==> config.mk <==
export PLATFORM = sky130hd
export DESIGN_NAME = demux_1_3_buf
export DESIGN_NICKNAME = d
export VERILOG_FILES = /design/src/rtl/demux_1_3_buf_pkg.sv /design/src/rtl/demux_slot.sv /design/src/rtl/demux_1_3_buf.sv
export SDC_FILE = /design/constraint.sdc
export NUM_CORES = 1
export LEC_CHECK = 0
export ABC_AREA = 1
export CORE_ASPECT_RATIO = 1.1
export CORE_UTILIZATION = 48
export DETAILED_ROUTE_END_ITERATION = 8
export HOLD_SLACK_MARGIN = 0.12
export PLACE_DENSITY = 0.9
export SLEW_MARGIN = 0
export SYNTH_ARGS = -nofsm -noshare
export SYNTH_HDL_FRONTEND = slang
export SYNTH_SLANG_ARGS = --single-unit
==> constraint.sdc <==
create_clock -name clk -period 1.5 [get_ports clk]
set_input_delay 0.3 -clock clk [delete_from_list [all_inputs] [get_ports clk]]
set_output_delay 0.3 -clock clk [all_outputs]
set_load 0.02 [all_outputs]
==> src/rtl/demux_1_3_buf_pkg.sv <==
// Shared types and encodings for the 1-to-3 registered demultiplexer.
package demux_1_3_buf_pkg;

  localparam int DEMUX_WIDTH = 32;

  localparam logic [1:0] SEL_CH0 = 2'd0;
  localparam logic [1:0] SEL_CH1 = 2'd1;
  localparam logic [1:0] SEL_CH2 = 2'd2;
  localparam logic [1:0] SEL_BAD = 2'd3;

  typedef enum logic {
    ST_EMPTY = 1'b0,
    ST_FULL  = 1'b1
  } slot_state_e;

  // One-hot channel strobe for a select value; SEL_BAD maps to no channel.
  function automatic logic [2:0] sel_decode(input logic [1:0] sel);
    logic [2:0] hot;
    hot = 3'b000;
    case (sel)
      SEL_CH0: hot = 3'b001;
      SEL_CH1: hot = 3'b010;
      SEL_CH2: hot = 3'b100;
      default: hot = 3'b000;
    endcase
    return hot;
  endfunction

endpackage

==> src/rtl/demux_slot.sv <==
// Single-entry valid/ready holding register for one demux output channel.
// state    | meaning
// ST_EMPTY | no word held, valid_out=0
// ST_FULL  | word held on data_out, valid_out=1
module demux_slot
  import demux_1_3_buf_pkg::*;
#(
  parameter int WIDTH = DEMUX_WIDTH
) (
  input  logic             clk,
  input  logic             rst,
  input  logic             load,
  input  logic [WIDTH-1:0] data_in,
  input  logic             ready_in,
  output logic             valid_out,
  output logic [WIDTH-1:0] data_out,
  output logic             space
);

  slot_state_e      state_q, state_d;
  logic [WIDTH-1:0] data_q, data_d;

  // A load wins over a drain in the same cycle: the register reloads.
  always_comb begin
    state_d = state_q;
    data_d  = data_q;
    if (load) begin
      state_d = ST_FULL;
      data_d  = data_in;
    end else if (state_q == ST_FULL && ready_in) begin
      state_d = ST_EMPTY;
    end
  end

  always_ff @(posedge clk) begin
    if (rst) begin
      state_q <= ST_EMPTY;
      data_q  <= '0;
    end else begin
      state_q <= state_d;
      data_q  <= data_d;
    end
  end

  assign valid_out = (state_q == ST_FULL);
  assign data_out  = data_q;
  assign space     = !valid_out || ready_in;

endmodule

==> src/rtl/demux_1_3_buf.sv <==
// Registered 1-to-3 demux with per-channel holding registers.
// Define DEMUX_ERR_EN to build the sticky illegal-select flag on err.
module demux_1_3_buf
  import demux_1_3_buf_pkg::*;
#(
  parameter int WIDTH = DEMUX_WIDTH
) (
  input  logic             clk,
  input  logic             rst,
  input  logic             in_valid,
  output logic             in_ready,
  input  logic [WIDTH-1:0] din,
  input  logic [1:0]       sel,
  output logic             out_valid0,
  output logic             out_valid1,
  output logic             out_valid2,
  input  logic             out_ready0,
  input  logic             out_ready1,
  input  logic             out_ready2,
  output logic [WIDTH-1:0] dout0,
  output logic [WIDTH-1:0] dout1,
  output logic [WIDTH-1:0] dout2,
  output logic             err
);

  logic [2:0] space;
  logic [2:0] load;
  logic       accept;

  always_comb begin
    in_ready = 1'b1;
    case (sel)
      SEL_CH0: in_ready = space[0];
      SEL_CH1: in_ready = space[1];
      SEL_CH2: in_ready = space[2];
      default: in_ready = 1'b1;
    endcase
  end

  assign accept = in_valid && in_ready;
  assign load   = accept ? sel_decode(sel) : 3'b000;

  demux_slot #(.WIDTH(WIDTH)) u_slot0 (
    .clk(clk), .rst(rst), .load(load[0]), .data_in(din), .ready_in(out_ready0),
    .valid_out(out_valid0), .data_out(dout0), .space(space[0])
  );

  demux_slot #(.WIDTH(WIDTH)) u_slot1 (
    .clk(clk), .rst(rst), .load(load[1]), .data_in(din), .ready_in(out_ready1),
    .valid_out(out_valid1), .data_out(dout1), .space(space[1])
  );

  demux_slot #(.WIDTH(WIDTH)) u_slot2 (
    .clk(clk), .rst(rst), .load(load[2]), .data_in(din), .ready_in(out_ready2),
    .valid_out(out_valid2), .data_out(dout2), .space(space[2])
  );

`ifdef DEMUX_ERR_EN
  logic err_q, err_d;

  always_comb begin
    err_d = err_q || (accept && sel == SEL_BAD);
  end

  always_ff @(posedge clk) begin
    if (rst) err_q <= 1'b0;
    else     err_q <= err_d;
  end

  assign err = err_q;
`else
  assign err = 1'b0;
`endif

endmodule

==> summary.md, run 1 <==
| Metric | Value |
|---|---|
| Synth cell types | 17 |
| Critical Path End Type | primary output |
| Grt ovf | 0 |
| P per Cell Area | about 850 nW/um^2 |
| Starting Density | between 40% and 50% |
| Largest family of logic cells by synthesized area | simple AND/OR/NAND/NOR gates |
| Reg2reg start | u_slot0.valid_out$_SDFFE_PP0P_ |
| Area share of the largest cell type after synthesis | between 40% and 50% |
| Worst hold stages | 5 |
| Number of cell rows | 38 |
| Vias | 4860 |
| Failing checks | design-rule violations |
| Crit-path slowest cell | clkdlybuf4s50_1 |
| Mapped Cells | slightly below 800 |
| Detailed Place HPWL | between 8 and 9 mm |
| Worst setup path class | in2out |
| Synthesized Nets | 821 |
| Status | finished, violations left |
| Worst R2R Setup Slack | 0.13 ns |
| FILL cells | between 800 and 900 |
| Sequential share of the synthesized area | 40.78% |
| Delay-heaviest family, CP | buffers and inverters |
| Area of the multi-input gates | 1827 sq um |
| Post-synth EDFFs | 0 |
| Worst Hold Endpoint | u_slot2.valid_out$_SDFFE_PP0P_ |
| Initial antenna violation count | 0 |
| Slew Viols, Final | 0 |
| Die Span X | just under 100 um |
| Post-CTS Setup Repair Bufs | 0 |
| Flops & latches, synth | 99 |
| Die area | approximately 11000 sq um |
| Post-synth top cells | nand2_1 (196), inv_1 (165), dfxtp_1 (99) |
| FF/Latch Area | approximately 2000 sq um |
| Worst-Skew Late Latency | 0.36 ns |
| Worst clock skew | 0.009701 ns |
| RSZ-0062 raised after global routing | true |
| Post-Route Utilization | between 60% and 70% |
| Commonest register cell after synthesis | dfxtp_1 |
| Synth Area per Inst | 6.222 sq um |
| CP bufs+invs | 2 |
| CP Cell Sequence | clkdlybuf4s50_1 -> o21ai_2 -> nand3_4 -> buf_6 |
| Pin count of the biggest net entering global routing | 51 |
| Nets | 947 |
| Syn. warnings | 0 |
| Placement Cell Area | around 6500 sq um |
| XOR/XNOR Fraction of Synth Area | 0% |
| DRT antenna net count | 0 |
| Reg2Reg Depth | 9 |
| Hold crit path type | in2reg |
| First-pass GRT wire length | 20.82 mm |
| Fin crit period | 1.498 ns |
| DRC Markers | 9 |
| Tcrit/Tclk final | 99.88% |
| Die Height | 107.5 um |
| Cell taking the most area after synthesis | dfxtp_1 |
| Worst IR drop on VDD | 0.0004269 V |
| Synth Cell Area | 4860 sq um |
| Clk sink count | 99 |
| Gr usage total | about a quarter |
| CTS HTree Levels | 3 |
| Adder-cell share of the synthesized area | 0% |
| Vias in the first global route | roughly 4400 |
| GP Congestion | 0.8543 |
| Total wire length | 13.04 mm |
| I/O pin count | 141 |
| WL/cell | between 10 and 15 um |
| Fraction of layout instances using a drive strength above 1 | 13.82% |
| CORE AREA | 9842 sq um |
| Max-cap check violation count | 0 |
| Final Cell Area | 6609 sq um |
| Compound-gate portion of the synthesized area | 0.4119% |
| WP depth | 4 |
| FF-to-FF End | u_slot1.data_out[24]$_SDFFE_PP0P_ |
| Worst Path Required | 1.20 ns |
| Simple-gate share of the synthesized area | 36.30% |
| Final Hold Fails | 0 |
| Final setup vio count | 0 |
| Crit path launch type | primary input |
| Crit Path Max Fanout | 4 |
| Iteration-0 DRC Markers | 304 |
| HP Start | out_ready2 |
| Overall power | 0.005640 W |
| Synth top area cells | dfxtp_1 (41%), nand2_1 (15%), inv_1 (13%), nand4_1 (12%), nor2_1 (7.5%) |
| # diodes | 0 |
| Total CTS buffers | 9 |
| DR vias/cell | 4.709 |
| Max incr delay on CP | 0.43 ns |
| Syn-to-layout area delta | 35.99% |
| CTS tree | done |
| Fmax | roughly 0.67 GHz |
| PortBufs | 139 |
| Most numerous cell in the Yosys netlist | nand2_1 |
| Max clock buf depth | 2 |
| P_leak | 3.736 nW |
| Mux cell area share after synthesis | 0% |
| Critical path data arrival time | 1.20 ns |
| Drt pass-1 iters | 7 |
| Post-synth ARST share | 0% |
| Clock Pin Slew Worst Setup and Hold Paths | about 0.1 ns |
| Root Buffer | clkbuf_8 |
-- state kept, by name, indices dropped and copies added (netlist names) --
signal / cells
u_slot0.data_out: 32
u_slot1.data_out: 32
u_slot2.data_out: 32
u_slot0.valid_out: 1
u_slot1.valid_out: 1
u_slot2.valid_out: 1
-- layout by cell type (no fill, tap or decap), drive strengths merged --
cell	count
nand2	196
o21ai	1
conb	1
dlygate4sd2	99
clkbuf	10
or2	1
a21oi	3
nand4	96
inv	233
clkinv	3
dfxtp	99
buf	28
clkinvlp	1
nand3	5
dlymetal6s2s	1
nor2	99
clkdlybuf4s15	1
clkdlybuf4s50	35
-- cell type report --
class | count | share of cell area, %
sequential | 99 | 30.01
timing repair buffer | 165 | 24.37
inverter | 230 | 13.06
multi-input combinational | 402 | 27.64
clock buffer | 9 | 1.874
clock inverter | 7 | 0.7762
tap | 120 | 2.272
-- metrics by stage --
step	hold slack, ns	setup TNS [ns]	std cells	setup slack [ns]
2_1_floorplan	0.3691	0	781	0.09030
3_5_place_dp	0.4980	-54.44	1015	-0.6579
4_1_cts	0.4191	0	1032	0.004819
6_report	0.3287	0	1032	0.001752
5_1_grt	0.3635	-0.03230	1032	-0.03230
3_3_place_gp	0.4937	-49.75	1015	-0.6365
-- worst reg2reg max path, stage by stage, from the launching register on --
cell	delay, ns
dfxtp_2	0.35
inv_2	0.04
o21ai_2	0.14
nand3_4	0.13
buf_8	0.17
nand3_2	0.12
buf_12	0.17
nand2_1	0.07
inv_1	0.06
nor2_1	0.04
-- where the power goes --
part / switching [W] / internal [W] / total (W) / leakage (nW)
clock: 0.000977 / 0.000619 / 0.00160 / 0.0917
sequential: 0.0000668 / 0.00275 / 0.00282 / 0.808
combinational: 0.000747 / 0.000475 / 0.00122 / 2.84
total: 0.00179 / 0.00385 / 0.00564 / 3.74
-- cells by family after synthesis --
kind of cell	count (synthesis)
simple gates	397
buf+inv	280
flops	99
compound gates	4
other cells	1
-- what timing repair did --
| action | 4_1_cts | 5_1_grt |
|---|---|---|
| endpoints found under the setup margin | 199 | 96 |
| pin swaps | 1 | 2 |
| resized for setup | 115 | 11 |
| hold buffers | 0 | 0 |
| gates cloned | 1 | 0 |
-- per-layer routing --
metal	track usage (%)	part of all wire, %
met3	4.870	6.0
met2	42.91	48
met4	8.550	2.0
met5	0	0
met1	30.62	43
-- how the worst max path moves through the flow --
stage,end,startpoint
after detailed placement,in_ready,sel[1]
after global routing,in_ready,u_slot0.valid_out$_SDFFE_PP0P_
after floorplan,u_slot0.data_out[0]$_SDFFE_PP0P_,u_slot0.valid_out$_SDFFE_PP0P_
after CTS,in_ready,out_ready1
after global placement,in_ready,sel[1]
final,in_ready,out_ready0
(Power assumes the default switching activity.)
==> run 2: changes to the inputs <==
--- a/config.mk
+++ b/config.mk
@@ -7,10 +7,11 @@
 export LEC_CHECK = 0
 export ABC_AREA = 1
 export CORE_ASPECT_RATIO = 1.1
-export CORE_UTILIZATION = 48
+export CORE_UTILIZATION = 35
 export DETAILED_ROUTE_END_ITERATION = 8
 export HOLD_SLACK_MARGIN = 0.12
-export PLACE_DENSITY = 0.9
+export PLACE_DENSITY = 0.71
+export SETUP_SLACK_MARGIN = 0.02
 export SLEW_MARGIN = 0
 export SYNTH_ARGS = -nofsm -noshare
 export SYNTH_HDL_FRONTEND = slang
==> run 2 against run 1 <==
- the flow finishes with violations (negative setup slack)
- final area increased by 12%
- die area is 36% higher
- register-to-register slack got worse by 0.13 ns
- maximum frequency decreased by 0.38%
- count of clock-buffer cells in the layout increased by 1
- cell count rose by 8.1%
- sequential share of layout area fell by 3.3 points
- clock power is 55% higher
- first-iteration DRC count rose by 1.6%
- critical path depth grew 8
- worst setup slack worse by 0.0057 ns
- non-clock buffer count grew 20
- critical path type is now in2reg
==> summary.md, run 2 (synthesis results as in run 1) <==
| Metric | Value |
|---|---|
| Vias | slightly below 5000 |
| FILL cells | 1289 |
| Failing checks | negative setup slack |
| CTS HTree Levels | 3 |
| DRT antenna net count | 0 |
| Final worst slack | -0.003908 ns |
| FF/Latch Area | 1983 sq um |
| CORE AREA | 13380 sq um |
| Fraction of layout instances using a drive strength above 1 | between 10% and 20% |
| Cell Count, Final, Fillers Out | about 1100 |
| Detailed Place HPWL | just under 9 mm |
| Hold crit path type | in2reg |
| Tcrit/Tclk final | 100.3% |
| Initial antenna violation count | 0 |
| Die area | 14360 sq um |
| Crit path launch type | primary input |
| I/O pin count | 141 |
| Setup WS pre-CTS | -0.6460 ns |
| Gr usage total | between 10% and 20% |
| Total wire length | approximately 15 mm |
| Dpl cells | 1080 |
| Area of the multi-input gates | 1962 sq um |
| Vias in the first global route | 4366 |
| Worst IR drop on VDD | 0.0004384 V |
| Final setup vio count | 1 |
| Commonest non-fill, non-tap cell in the layout | nand2_1 |
| Max clock buf depth | 2 |
| Root Buffer | clkbuf_16 |
| DR vias/cell | ~4.4 |
| Placement Cell Area | 6635 sq um |
| Worst Hold Endpoint | u_slot1.valid_out$_SDFFE_PP0P_ |
| Status | finished, violations left |
| Syn-to-layout area delta | 52.83% |
| Pin count of the biggest net entering global routing | 55 |
| Total CTS buffers | 9 |
| Worst setup path class | in2reg |
| HP Start | out_ready1 |
| RSZ-0062 raised after global routing | true |
| Die Height | approximately 130 um |
| P per Cell Area | 910.7 nW/um^2 |
| WL/cell | 13.35 um |
| Starting Density | 36.33% |
| Worst hold stages | 4 |
| CTS tree | done |
| Nets | 967 |
| Overall power | 0.006764 W |
| Hold-fix buffers, CTS | 0 |
| Final Cell Area | 7427 sq um |
| Number of cell rows | between 40 and 50 |
| Critical Path End Type | flop |
| # diodes | 0 |
| Max-cap check violation count | 0 |
| Reg2Reg Depth | 10 |
| GP Congestion | 0.8136 |
| Worst clock skew | 0.006542 ns |
| Fin crit period | 1.504 ns |
| Clk sink count | 99 |
| Final Hold Fails | 0 |
| Drt pass-1 iters | 7 |
| Fmax | 0.6649 GHz |
| Grt ovf | 0 |
| Setup TNS Final | -0.003908 ns |
| DRC Markers | 0 |
| Worst R2R Setup Slack | -0.004 ns |
| Slew Viols, Final | 0 |
| P_leak | 4.045 nW |
| FF-to-FF End | u_slot0.data_out[24]$_SDFFE_PP0P_ |
| Critical path data arrival time | 1.78 ns |
| Crit Path Max Fanout | 7 |
| Worst-Skew Late Latency | 0.34 ns |
| Most frequent cells in the layout | nand2_1 (169), inv_1 (159), dlygate4sd2_1 (99) |
| First-pass GRT wire length | 22.38 mm |
| Iteration-0 DRC Markers | 309 |
| Worst Path Required | 1.78 ns |
| Clock Pin Slew Worst Setup and Hold Paths | 0.07 ns |
| PortBufs | 139 |
| Die Span X | 114.4 um |
| Reg2reg start | u_slot0.valid_out$_SDFFE_PP0P_ |
[run 2: cell count changes in the layout (fill, tap and decap cells not counted), moves of 3 or more]
cell       previous run  this run
buf_12                9        14
buf_6                 2         5
clkbuf_8              9         0
buf_16                1         5
inv_1               163       159
inv_2                67        71
clkbuf_16             0        18
nand2_1             193       169
nor2_1               96        90
nand2_4               0         7
nand2_2               3        20
nor2_2                2         6
[run 2: area by class of cell]
class	count	share of cell area, %
timing repair buffer	185	27.86
sequential	99	26.70
multi-input combinational	402	26.42
inverter	230	11.62
tap	184	3.100
clock buffer	10	3.083
clock inverter	6	1.213
[run 2: power breakdown]
part / total (W) / internal [W] / leakage, nW / switching, W
Combinational: 0.00146 / 0.000629 / 3.08 / 0.000829
Clock: 0.00248 / 0.00147 / 0.153 / 0.00102
Sequential: 0.00282 / 0.00276 / 0.808 / 0.0000675
[run 2: how the worst max path moves through the flow]
stage	from	endpoint	slack [ns]	cells after the start
2_1_floorplan	u_slot0.valid_out$_SDFFE_PP0P_	u_slot0.data_out[0]$_SDFFE_PP0P_	0.09	8
3_3_place_gp	sel[0]	u_slot0.data_out[11]$_SDFFE_PP0P_	-0.60	10
3_5_place_dp	sel[0]	u_slot0.data_out[28]$_SDFFE_PP0P_	-0.65	10
4_1_cts	out_ready1	in_ready	-0.02	6
5_1_grt	u_slot0.valid_out$_SDFFE_PP0P_	u_slot0.data_out[15]$_SDFFE_PP0P_	-0.08	10
6_report	sel[1]	u_slot0.data_out[11]$_SDFFE_PP0P_	-0.004	12
[run 2: worst max-delay path, stage by stage]
cell and delay (ns):
clkdlybuf4s15_1 0.21, buf_4 0.16, nor2_4 0.13, o21ai_2 0.08, nand3_4 0.09, buf_12 0.14, buf_6 0.10, nand3_4 0.15
clkbuf_16 0.23, nand2_2 0.07, inv_2 0.03, nor2_1 0.10
[run 2: metal layers]
metal / up-vias / part of all wire (%) / GRT usage [%]
li1: 2585 / - / -
met1: 2177 / 46 / 26.47
met2: 175 / 49 / 32.87
met3: 12 / 4.2 / 2.860
met4: 0 / 0.99 / 6.417
met5: - / 0 / 0
[run 2: what timing repair did]
item	in CTS	in global routing
setup endpoints to repair	199	99
setup buffers	6	1
cloned	4	9
pin swaps	4	24
resized for setup	134	45
[run 2: through the flow]
stage	hold WS (ns)	util [%]
floorplan	0.3691	-
global placement	0.4927	49.60
detailed placement	0.4881	49.60
CTS	0.3857	52.93
global route	0.2633	55.52
finish	0.2508	55.52
